--- src/rtl/tick_gen_if.sv ---
// Bundles the run/pause button, divisor select and the tick outputs of tick_gen.
// Latency: none, wiring only.
// Backpressure: none; the outputs are free-running pulses and levels.
interface tick_gen_if;
    logic       btn;
    logic [1:0] div_sel;
    logic       tick;
    logic       slow_clk;
    logic       running;

    // The stimulus side drives the button and select and watches the outputs.
    modport master (
        output btn,
        output div_sel,
        input  tick,
        input  slow_clk,
        input  running
    );

    // The tick generator consumes the button and select and drives the outputs.
    modport slave (
        input  btn,
        input  div_sel,
        output tick,
        output slow_clk,
        output running
    );
endinterface

--- src/rtl/tick_gen.sv ---
// Run/pause controlled clock divider: emits a one-cycle tick every DIVsel cycles while running.
// Latency: first tick DIVsel cycles after running rises; a button press toggles on the 3rd edge.
// Backpressure: none; the downstream counter must accept every tick.
module tick_gen #(
    parameter int CNT_W = 27,
    parameter int DIV0  = 100000000,
    parameter int DIV1  = 50000000,
    parameter int DIV2  = 10000000,
    parameter int DIV3  = 4
) (
    input  logic        clk,
    input  logic        rst,
    tick_gen_if.slave   bus
);

    // Reject divisors that are too small or whose terminal count will not fit the counter.
    localparam longint CNT_RANGE = longint'(64'd1 << CNT_W);

    if (DIV0 < 2 || longint'(DIV0) - 1 >= CNT_RANGE) begin : g_bad_div0
        $error("tick_gen: DIV0 out of range for CNT_W");
    end
    if (DIV1 < 2 || longint'(DIV1) - 1 >= CNT_RANGE) begin : g_bad_div1
        $error("tick_gen: DIV1 out of range for CNT_W");
    end
    if (DIV2 < 2 || longint'(DIV2) - 1 >= CNT_RANGE) begin : g_bad_div2
        $error("tick_gen: DIV2 out of range for CNT_W");
    end
    if (DIV3 < 2 || longint'(DIV3) - 1 >= CNT_RANGE) begin : g_bad_div3
        $error("tick_gen: DIV3 out of range for CNT_W");
    end

    localparam logic [CNT_W-1:0] TERM0   = CNT_W'(DIV0 - 1);
    localparam logic [CNT_W-1:0] TERM1   = CNT_W'(DIV1 - 1);
    localparam logic [CNT_W-1:0] TERM2   = CNT_W'(DIV2 - 1);
    localparam logic [CNT_W-1:0] TERM3   = CNT_W'(DIV3 - 1);
    localparam logic [CNT_W-1:0] CNT_ONE = CNT_W'(1);

    typedef enum logic {
        PAUSE = 1'b0,
        RUN   = 1'b1
    } state_t;

    state_t           state_q, state_d;
    logic             sync1_q, sync1_d;
    logic             sync2_q, sync2_d;
    logic             sync3_q, sync3_d;
    logic [CNT_W-1:0] cnt_q,   cnt_d;
    logic             tick_q,  tick_d;
    logic             slow_q,  slow_d;
    logic [CNT_W-1:0] term;
    logic             btn_rise;

    // Terminal count follows div_sel every cycle so a lowered divisor takes effect at once.
    always_comb begin
        term = TERM0;
        case (bus.div_sel)
            2'd0:    term = TERM0;
            2'd1:    term = TERM1;
            2'd2:    term = TERM2;
            default: term = TERM3;
        endcase
    end

    // Next state: button edge detect, run/pause toggle and the divide counter.
    always_comb begin
        sync1_d  = bus.btn;
        sync2_d  = sync1_q;
        sync3_d  = sync2_q;
        btn_rise = sync2_q & ~sync3_q;
        state_d  = state_q;
        cnt_d    = cnt_q;
        tick_d   = 1'b0;
        slow_d   = slow_q;

        // A press that leaves RUN wins over a terminal count: no tick and cnt holds.
        // Using >= lets a shrunken divisor wrap immediately instead of counting to overflow.
        if (state_q == RUN && !btn_rise) begin
            if (cnt_q >= term) begin
                cnt_d  = '0;
                tick_d = 1'b1;
                slow_d = ~slow_q;
            end else begin
                cnt_d  = cnt_q + CNT_ONE;
            end
        end

        if (btn_rise) begin
            state_d = (state_q == RUN) ? PAUSE : RUN;
        end
    end

    // All state, synchronous reset overriding every other event.
    always_ff @(posedge clk) begin
        if (rst) begin
            state_q <= PAUSE;
            sync1_q <= 1'b0;
            sync2_q <= 1'b0;
            sync3_q <= 1'b0;
            cnt_q   <= '0;
            tick_q  <= 1'b0;
            slow_q  <= 1'b0;
        end else begin
            state_q <= state_d;
            sync1_q <= sync1_d;
            sync2_q <= sync2_d;
            sync3_q <= sync3_d;
            cnt_q   <= cnt_d;
            tick_q  <= tick_d;
            slow_q  <= slow_d;
        end
    end

    assign bus.tick     = tick_q;
    assign bus.slow_clk = slow_q;
    assign bus.running  = (state_q == RUN);

endmodule

--- src/flat_wrapper.sv ---
// flat-port wrapper written by rule: the top's interface ports become plain ports
module tick_gen_flat 
#(
    parameter int CNT_W = 27,
    parameter int DIV0  = 100000000,
    parameter int DIV1  = 50000000,
    parameter int DIV2  = 10000000,
    parameter int DIV3  = 4
)
  (clk, rst, bus_btn, bus_div_sel, bus_tick, bus_slow_clk, bus_running);
  tick_gen_if bus_i ();
  input  logic clk;
  input  logic rst;
  input wire logic [$bits(bus_i.btn)-1:0] bus_btn;
  input wire logic [$bits(bus_i.div_sel)-1:0] bus_div_sel;
  output wire logic [$bits(bus_i.tick)-1:0] bus_tick;
  output wire logic [$bits(bus_i.slow_clk)-1:0] bus_slow_clk;
  output wire logic [$bits(bus_i.running)-1:0] bus_running;
  assign bus_i.btn = bus_btn;
  assign bus_i.div_sel = bus_div_sel;
  assign bus_tick = bus_i.tick;
  assign bus_slow_clk = bus_i.slow_clk;
  assign bus_running = bus_i.running;
  tick_gen #(.CNT_W(CNT_W), .DIV0(DIV0), .DIV1(DIV1), .DIV2(DIV2), .DIV3(DIV3)) u_core (.clk(clk), .rst(rst), .bus(bus_i));
endmodule
--- config.mk ---
export PLATFORM = sky130hd
export DESIGN_NAME = tick_gen_flat
export DESIGN_NICKNAME = d
export VERILOG_FILES = /design/src/rtl/tick_gen_if.sv /design/src/rtl/tick_gen.sv /design/src/flat_wrapper.sv
export SDC_FILE = /design/constraint.sdc
export NUM_CORES = 1
export LEC_CHECK = 0
export CORE_MARGIN = 3
export CORE_UTILIZATION = 35
export CTS_BUF_LIST = sky130_fd_sc_hd__clkbuf_4 sky130_fd_sc_hd__clkbuf_8
export CTS_CLUSTER_DIAMETER = 150
export CTS_CLUSTER_SIZE = 30
export DETAILED_ROUTE_END_ITERATION = 8
export GPL_TIMING_DRIVEN = 0
export PLACE_DENSITY_LB_ADDON = 0.12
export REMOVE_ABC_BUFFERS = 1
export SYNTH_ARGS = -nofsm -noshare
export SYNTH_HDL_FRONTEND = slang
export SYNTH_SLANG_ARGS = --single-unit
--- constraint.sdc ---
create_clock -name clk -period 3.4 [get_ports clk]
set_clock_uncertainty 0.15 [all_clocks]
set_input_delay 0.51 -clock clk [delete_from_list [all_inputs] [get_ports clk]]
set_output_delay 0.51 -clock clk [all_outputs]
set_load 0.01 [all_outputs]
-- Word level (Yosys, flattened, before mapping)
Cells that the tools add are included.
- output and inout bits: 3
- word-level logic and storage cells: 24
- flip-flop bits (word level): 33
- input port bits: 5
- mux-type cells: 4
- $add $sub $neg: 1
- bitwise operators: 4
- reductions and logical operators: 5
- equality and inequality tests: 2
- order comparisons: 1
- operators by type and width (cell ; count):
    $pmux 27 s3 ; 1
    $add 27x1->27 const B ; 1
    $ge 27x27->1 ; 1
    $mux 27 ; 1
    $not 1->1 ; 3
    $eq 2x1->1 const B ; 1
    $eq 2x2->1 const B ; 1
    $logic_not 2->1 ; 1
    $mux 1 ; 2
    $reduce_and 2->1 ; 1
    $reduce_or 2->1 ; 1
    $and 1x1->1 ; 1
    $logic_and 1x1->1 ; 1
    $logic_not 1->1 ; 1

-- Depth between registers and ports, before layout
Gate-level depths: netlist of run 1.
- depth after elaboration: 6
- depth in mapped cells: 11
- gate-level depth less buffers: 10

-- Worst setup path after synthesis of run 1
OpenSTA, ideal clock, no wires.
- path kind: input to register
- start point: input bus_div_sel[0]
- end point: register u_core.slow_q, in the netlist u_core.bus.slow_clk
- path buffers: 0
- setup time: 0.121 ns
- cell stages on the path: 9
- required time: 3.129 ns
- path slack: 0.344 ns
- data arrival time: 2.784 ns
- cells stage by stage: ha_1 -> o21bai_1 -> ha_1 -> and3_1 -> nand4_1 -> nand3b_1 -> or4_4 -> a21oi_4 -> mux2_4
- word-level cells in the longest chain between the ends: 4
- elaborated cells between the ends (all ways): 6
- classes of those cells: 1 x order compare; 2 x eq/ne; 1 x mux; 2 x reduce/logical
- ends and longest elaborated chain (what ; RTL line ; RTL):
    start, declared ; flat_wrapper.sv:15 ; input wire logic [$bits(bus_i.div_sel)-1:0] bus_div_sel;
    $eq 2x2->1 (tied with other cells) ; tick_gen.sv:56 ; case (bus.div_sel)
    $pmux 27 s3 * ; tick_gen.sv:56 ;
    $ge 27x27->1 * ; tick_gen.sv:78 ; if (cnt_q >= term) begin
    $reduce_and 2->1 (no source line) * ; -- ;
    end signal, assigned ; tick_gen.sv:109 ; slow_q <= slow_d;
    end, declared ; tick_gen.sv:49 ; logic slow_q, slow_d;
Every way passes the cells marked *; elsewhere a longest branch is shown, timed or not.
A chain may end at the register's enable or synchronous reset.

-- Worst setup path after layout of run 1
Ends and elaborated chain as after synthesis.

==> flow_metrics.py, run 1 <==
metrics = {
    "logic_synthesis": {
        "yosys_warnings": 0,
        "ys.flop_type": "dfxtp_1",
        "synth-edff-count": 0,
        "synth_cell_types": 38,
        "ys_ff_latch": 33,
        "yosysTopAreaCell": "dfxtp_1",
        "syn_area_per_cell_um2": 8.90,
        "postSynthCellCount": 227,
        "synth_top_area_share_pct": 32.7,
        "ys_seq_area_share_pct": 32.7,
        "synth_area_leaders": "dfxtp_1, ha_1, xor2_1",
        "synthArstFlopShare_pct": 0,
        "syn_area_um2": 2020,
    },
    "cts": {
        "clkSinkCount": 33,
        "cts_max_level": 2,
        "clockRootBuffer": "clkbuf_8",
        "clk_pin_slew_ns": 0.07,
        "cts_buffer_depth": 2,
        "clkLatencyLatePin_ns": 0.29,
        "tritoncts": "built",
        "cts_buffers": 5,
    },
    "power_and_ir_drop": {
        "intPower_mw": 0.662,
        "leakagePower_nw": 0.917,
        "vdd_ir_drop_max_uv": 178,
        "clockPowerShare_pct": 46.3,
        "power.net_switching_mw": 0.187,
        "swShare_pct": 22.0,
        "power_frac_seq_pct": 46.7,
        "total_power_mw": 0.849,
        "comb_power_share_pct": 7.1,
        "power_density_nw_per_um2": 362,
    },
    "worst_setup_path": {
        "criticalPathCategory": "input pin to flip-flop",
        "rr_endpoint": "u_core.bus.slow_clk$_SDFFE_PP0P_",
        "path_cells": "dlygate4sd2_1 -> inv_1 -> ha_1 -> inv_1 -> ha_1 -> and3_1 -> nand4_1 -> nand3b_1 -> or4_4 -> a21oi_4 -> mux2_4",
        "cp_max_fo": 5,
        "ff2ff_setup_slack_ns": 0.79,
        "timing.rr.start": "u_core.cnt_q[25]$_SDFFE_PP0P_",
        "cp.required_ns": 3.43,
        "slowest_stage": "or4_4",
        "rr_worst_depth": 7,
        "worstSetupPathDepth": 11,
        "start_kind": "input pin",
        "startpoint": "bus_div_sel[0]",
        "cpPeakStageDelay_ns": 0.60,
        "path_delay_family": "simple AND/OR/NAND/NOR gates",
        "path_buf_inv": 3,
        "crit_path_end": "u_core.bus.slow_clk$_SDFFE_PP0P_",
        "end_kind": "flip-flop",
        "arrival_ns": 3.25,
    },
    "final_layout": {
        "multi_input_area_um2": 1320,
        "antenna_cells": 0,
        "fillers": 602,
        "synthToLayoutAreaGrowth_pct": 16.2,
        "final_layout_size_suffix_gt1_share_pct": 9.54,
        "layout.area.seq_um2": 661,
        "final_nets": 267,
    },
    "global_route": {
        "grt_pass1_vias": 1608,
        "grt_overflow": 0,
        "antenna_found_initial": 0,
        "grt_pass1_wl_mm": 7.89,
        "grt_start_max_net_pins": 36,
        "grt_use_total_pct": 15.4,
    },
    "sta": {
        "rsz0062_at_grt": "no",
        "worst_pin_slew_ns": 0.998,
        "maxSlewViolCount": 0,
        "fmax_ghz": 0.310,
        "final.setup.worst_slack_ns": 0.177,
        "finalHoldViolCount": 0,
        "worst_hold_slack_ns": 0.294,
        "fin_crit_ns": 3.22,
        "max_slew_margin_pct": 33.0,
        "min_period_over_period_pct": 94.8,
        "setup_violations": 0,
    },
    "job": {
        "max-cap-violations": 0,
    },
    "floorplanning": {
        "dieArea_um2": 6720,
        "core-area_um2": 5540,
        "die_h_um": 82.0,
        "rows": 27,
        "die_w_um": 82.0,
        "io_pins": 8,
        "start_util_pct": 36.5,
    },
    "min_path": {
        "hold_class": "flip-flop to flip-flop",
    },
    "detailed_routing": {
        "vias": 1613,
        "wl_per_cell_um": 14.5,
        "initialDrtViolationCount": 52,
        "final_antenna_net_count": 0,
        "drc": 0,
        "post_drt_via_cell_ratio": 5.15,
        "first_pass_iters": 4,
        "drt-total-wl_mm": 4.54,
    },
    "outcome": {
        "outcome": "completed",
    },
    "place": {
        "gp_congestion": 0.713,
        "portBuffers": 7,
        "dp_hpwl_mm": 2.89,
        "pre_cts_ws_ns": -0.928,
    },
}
## power by group through the flow
stage	Sequential (mW)	Combinational, mW	Clock, mW
6_report	0.396	0.0601	0.393
5_1_grt	0.397	0.0690	0.421
4_1_cts	0.396	0.0612	0.403
3_5_place_dp	0.405	0.0575	0
3_3_place_gp	0.405	0.0570	0
2_1_floorplan	0.404	0.0348	0
## worst min path at each step
stage,endpoint,depth (start not counted),startpoint,slack (ns)
global route,u_core.sync2_q$_SDFF_PP0_,1,u_core.sync1_q$_SDFF_PP0_,0.32
finish,u_core.sync2_q$_SDFF_PP0_,1,u_core.sync1_q$_SDFF_PP0_,0.29
floorplan,u_core.sync2_q$_SDFF_PP0_,1,u_core.sync1_q$_SDFF_PP0_,0.26
detailed placement,u_core.sync2_q$_SDFF_PP0_,1,u_core.sync1_q$_SDFF_PP0_,0.30
global placement,u_core.sync2_q$_SDFF_PP0_,1,u_core.sync1_q$_SDFF_PP0_,0.28
CTS,u_core.sync2_q$_SDFF_PP0_,1,u_core.sync1_q$_SDFF_PP0_,0.30
## per-stage QoR
| stage | cell area (µm²) | util, % | std cells | TNS [ns] |
|---|---|---|---|---|
| floorplan | 1970 | - | 220 | 0 |
| global placement | 2130 | 38.5 | 299 | -19.25 |
| detailed placement | 2130 | 38.5 | 299 | -20.18 |
| CTS | 2350 | 42.5 | 313 | 0 |
| global route | 2350 | 42.4 | 313 | 0 |
| finish | 2350 | 42.4 | 313 | 0 |
## synthesized netlist by cell type, drive strengths merged, types with 4 or more instances
cell and instances:
dfxtp 33, nand4 8, nand3 12, a21oi 10, nand2b 4, xnor2 11
nor3 26, xor2 17, inv 10, ha 22, nand2 14, clkbuf 4
nor2b 6, and3 8, nor2 7
## worst reg2reg max path, delay by kind of cell (launching register included)
family	cells	cell delay (ns)
AND/OR/NAND/NOR	4	1.12
multiplexers	1	0.32
flip-flops	1	0.34
AO/OA/AOI/OAI	1	0.26
adder cells (fa/ha/maj)	1	0.31
## layer usage
| metal | share of wire (%) | GRT usage, % | vias up |
|---|---|---|---|
| met3 | 3.8 | 3.40 | 7 |
| met2 | 46 | 24.6 | 19 |
| li1 | - | - | 842 |
| met1 | 49 | 20.6 | 745 |
| met5 | 0 | 0 | - |
| met4 | 1.5 | 4.98 | 0 |
## layout make-up
class,instances,area share [%]
clock buffers,7,3.84
clock inverters,1,1.28
inverters,10,1.60
multi-input cells,178,56.0
flip-flops and latches,33,28.1
well taps,72,3.84
repair buffers,12,5.33
## repair_timing
action	CTS	global route
hold buffers	0	0
endpoints found under the setup margin	26	0
gates resized for setup	7	0
buffers inserted	5	0
hold endpoints to repair	0	0
## cell families after synthesis
family                   after synthesis  synth area share (%)
flip-flops                            33                  32.7
adder cells (fa/ha/maj)               22                  13.6
buffers and inverters                 17                  4.27
XOR/XNOR                              28                  12.1
AND/OR/NAND/NOR                      100                  27.5
multiplexers                           2                  1.30
AO/OA/AOI/OAI                         25                  8.48
## layout by cell type, fill, tap and decap left out, drive strengths merged, types with 4 or more instances in the layout
master / synthesis / routed
nand2: 14 / 14
clkdlybuf4s50: 0 / 4
nand3: 12 / 12
dfxtp: 33 / 33
nand4: 8 / 8
and3: 8 / 8
inv: 10 / 10
nor3: 26 / 26
ha: 22 / 22
nor2b: 6 / 6
xnor2: 11 / 11
nor2: 7 / 7
a21oi: 10 / 11
buf: 3 / 6
xor2: 17 / 17
nand2b: 4 / 4
clkbuf: 4 / 7
## registers in the layout (all words and copies together) (netlist names)
register,count
u_core.sync1_q,1
u_core.cnt_q,27
u_core.bus.slow_clk,1
u_core.sync2_q,1
u_core.bus.tick,1
u_core.sync3_q,1
u_core.bus.running,1
Power figures use the tool's default switching activity.
==> run 2: changes to the inputs <==
CORE_UTILIZATION = 55   (was 35)
==> run 2 against run 1 <==
Worst setup slack worse by 0.017 ns. Via count up 4.9%. Flip-flop and latch count unchanged. Critical path depth unchanged. Final cell count down 8.0%. First-iteration DRC count up 130%. Register-to-register slack worse by 0.03 ns. Maximum frequency down 0.52%. Sequential share of layout area up 0.72 points. Clock-buffer cell count up 1. Power down 10%. Routed wire length down 1.3%. Highest routed layer unchanged.
==> flow_metrics.py, run 2 (same netlist as run 1, synthesis figures left out) <==
metrics = {
    "place": {
        "place_area_um2": 2100,
        "dp_hpwl_mm": 3.07,
        "portBuffers": 7,
        "gp_congestion": 0.820,
    },
    "worst_setup_path": {
        "startpoint": "bus_div_sel[0]",
        "path_cells": "clkdlybuf4s15_1 -> inv_1 -> ha_1 -> inv_1 -> ha_1 -> and3_1 -> nand4_1 -> nand3b_1 -> or4_4 -> a21oi_4 -> mux2_4",
        "criticalPathCategory": "input pin to flip-flop",
        "arrival_ns": 3.27,
        "cp.required_ns": 3.43,
        "start_kind": "input pin",
        "cpPeakStageDelay_ns": 0.59,
        "slowest_stage": "or4_4",
        "end_kind": "flip-flop",
        "timing.rr.start": "u_core.cnt_q[25]$_SDFFE_PP0P_",
        "cp_max_fo": 5,
    },
    "final_layout": {
        "top_register": "u_core.cnt_q",
        "final_layout_size_suffix_gt1_share_pct": 9.92,
        "largest_register_ffs": 27,
        "fin_util_pct": 66.5,
        "final_nets": 268,
        "synthToLayoutAreaGrowth_pct": 13.3,
        "stdcell_area_um2": 2290,
        "fillers": 274,
        "antenna_cells": 0,
        "layout_common_cells": "dfxtp_1, nor3_1, ha_1, xor2_1, nand2_1",
        "final_common_cell": "dfxtp_1",
    },
    "global_route": {
        "use_met2_pct": 38.7,
        "grtUsageMet1_pct": 26.9,
        "busiest_layer": "met2",
        "grt_pass1_wl_mm": 7.68,
        "grt_overflow": 0,
        "grt_use_total_pct": 22.9,
        "grt.met3_usage_pct": 6.75,
        "grt_start_max_net_pins": 36,
        "antenna_found_initial": 0,
        "grt_pass1_vias": 1702,
    },
    "detailed_routing": {
        "drc": 0,
        "first_pass_iters": 4,
        "initialDrtViolationCount": 121,
        "drt-total-wl_mm": 4.49,
        "wl_per_cell_um": 15.6,
        "vias": 1692,
        "final_antenna_net_count": 0,
        "post_drt_via_cell_ratio": 5.88,
    },
    "power_and_ir_drop": {
        "leakagePower_nw": 0.904,
        "power_density_nw_per_um2": 334,
        "total_power_mw": 0.765,
        "vdd_ir_drop_max_uv": 211,
    },
    "job": {
        "max-cap-violations": 0,
    },
    "floorplanning": {
        "core-area_um2": 3440,
        "start_util_pct": 58.7,
        "die_w_um": 66.6,
        "rows": 21,
        "io_pins": 8,
        "dieArea_um2": 4440,
        "die_h_um": 66.6,
    },
    "sta": {
        "rsz0062_at_grt": "no",
        "setup_violations": 0,
        "fin_crit_ns": 3.24,
        "worst_hold_slack_ns": 0.304,
        "finalHoldViolCount": 0,
        "max_slew_margin_pct": 16.6,
        "min_period_over_period_pct": 95.3,
        "fmax_ghz": 0.309,
        "maxSlewViolCount": 0,
        "worst_pin_slew_ns": 1.25,
    },
    "cts": {
        "cts_buffer_depth": 2,
        "cts_buffers": 5,
        "tritoncts": "built",
        "clkSinkCount": 33,
        "clkLatencyLatePin_ns": 0.29,
        "cts_hold_buf": 0,
        "clockRootBuffer": "clkbuf_8",
        "cts_max_level": 2,
        "clk_pin_slew_ns": 0.06,
    },
    "min_path": {
        "hold_class": "flip-flop to flip-flop",
        "holdCritStartpoint": "u_core.sync1_q$_SDFF_PP0_",
    },
    "outcome": {
        "outcome": "completed",
    },
}
==> run 2: changes by cell type in the layout (fill, tap and decap cells not counted), sizes merged <==
cell / delta
clkbuf: +1
dlygate4sd2: -1
bufinv: -1
clkdlybuf4s15: +1
clkdlybuf4s50: +1
==> run 2: through the flow <==
stage	setup slack (ns)	TNS [ns]	cells
2_1_floorplan	0.130	0	220
3_5_place_dp	-0.909	-19.45	273
5_1_grt	0.00923	0	288
4_1_cts	0.152	0	287
6_report	0.160	0	288
3_3_place_gp	-0.734	-14.40	273
==> run 2: report_power, final <==
group          switching (mW)  total, mW  internal [mW]
combinational          0.0371     0.0626         0.0255
clock                   0.137      0.306          0.169
sequential            0.00543      0.397          0.391
==> run 2: cell type report <==
type                            instances  area, µm²  share of cell area [%]
Multi-Input combinational cell        178       1330                    57.9
Sequential cell                        33        661                    28.9
Tap cell                               46       57.6                    2.51
Inverter                               10       37.5                    1.64
Timing Repair Buffer                   13        118                    5.14
Clock buffer                            8       91.3                    3.99
==> run 2: layer usage <==
| metal | vias up | wire (µm) |
|---|---|---|
| met2 | 39 | 2250 |
| met3 | 9 | 193 |
| li1 | 842 | - |
| met1 | 802 | 1970 |
| met4 | 0 | 79 |
| met5 | - | 0 |
==> run 2: timing repair <==
| item | 4_1_cts | 5_1_grt |
|---|---|---|
| buffers inserted | 5 | 1 |
| pin swaps | 2 | 2 |
| gates cloned | 1 | 0 |
| gates resized for setup | 9 | 2 |
| endpoints found under the setup margin | 26 | 12 |
==> run 2: worst max-delay path, delay by kind of cell <==
family                   cells  cell delay, ns
AND/OR/NAND/NOR              4            1.16
adder cells (fa/ha/maj)      2            0.48
AO/OA/AOI/OAI                1            0.22
buffers and inverters        3            0.56
multiplexers                 1            0.32
==> run 2: path summary, 6_finish.rpt <==
check / to / slack [ns] / cells after the start
worst min-delay path: u_core.sync2_q$_SDFF_PP0_ / 0.30 / 1
worst min register to register: u_core.sync2_q$_SDFF_PP0_ / 0.30 / 1
worst max-delay path: u_core.bus.slow_clk$_SDFFE_PP0P_ / 0.16 / 11
worst max register to register: u_core.bus.slow_clk$_SDFFE_PP0P_ / 0.76 / 7
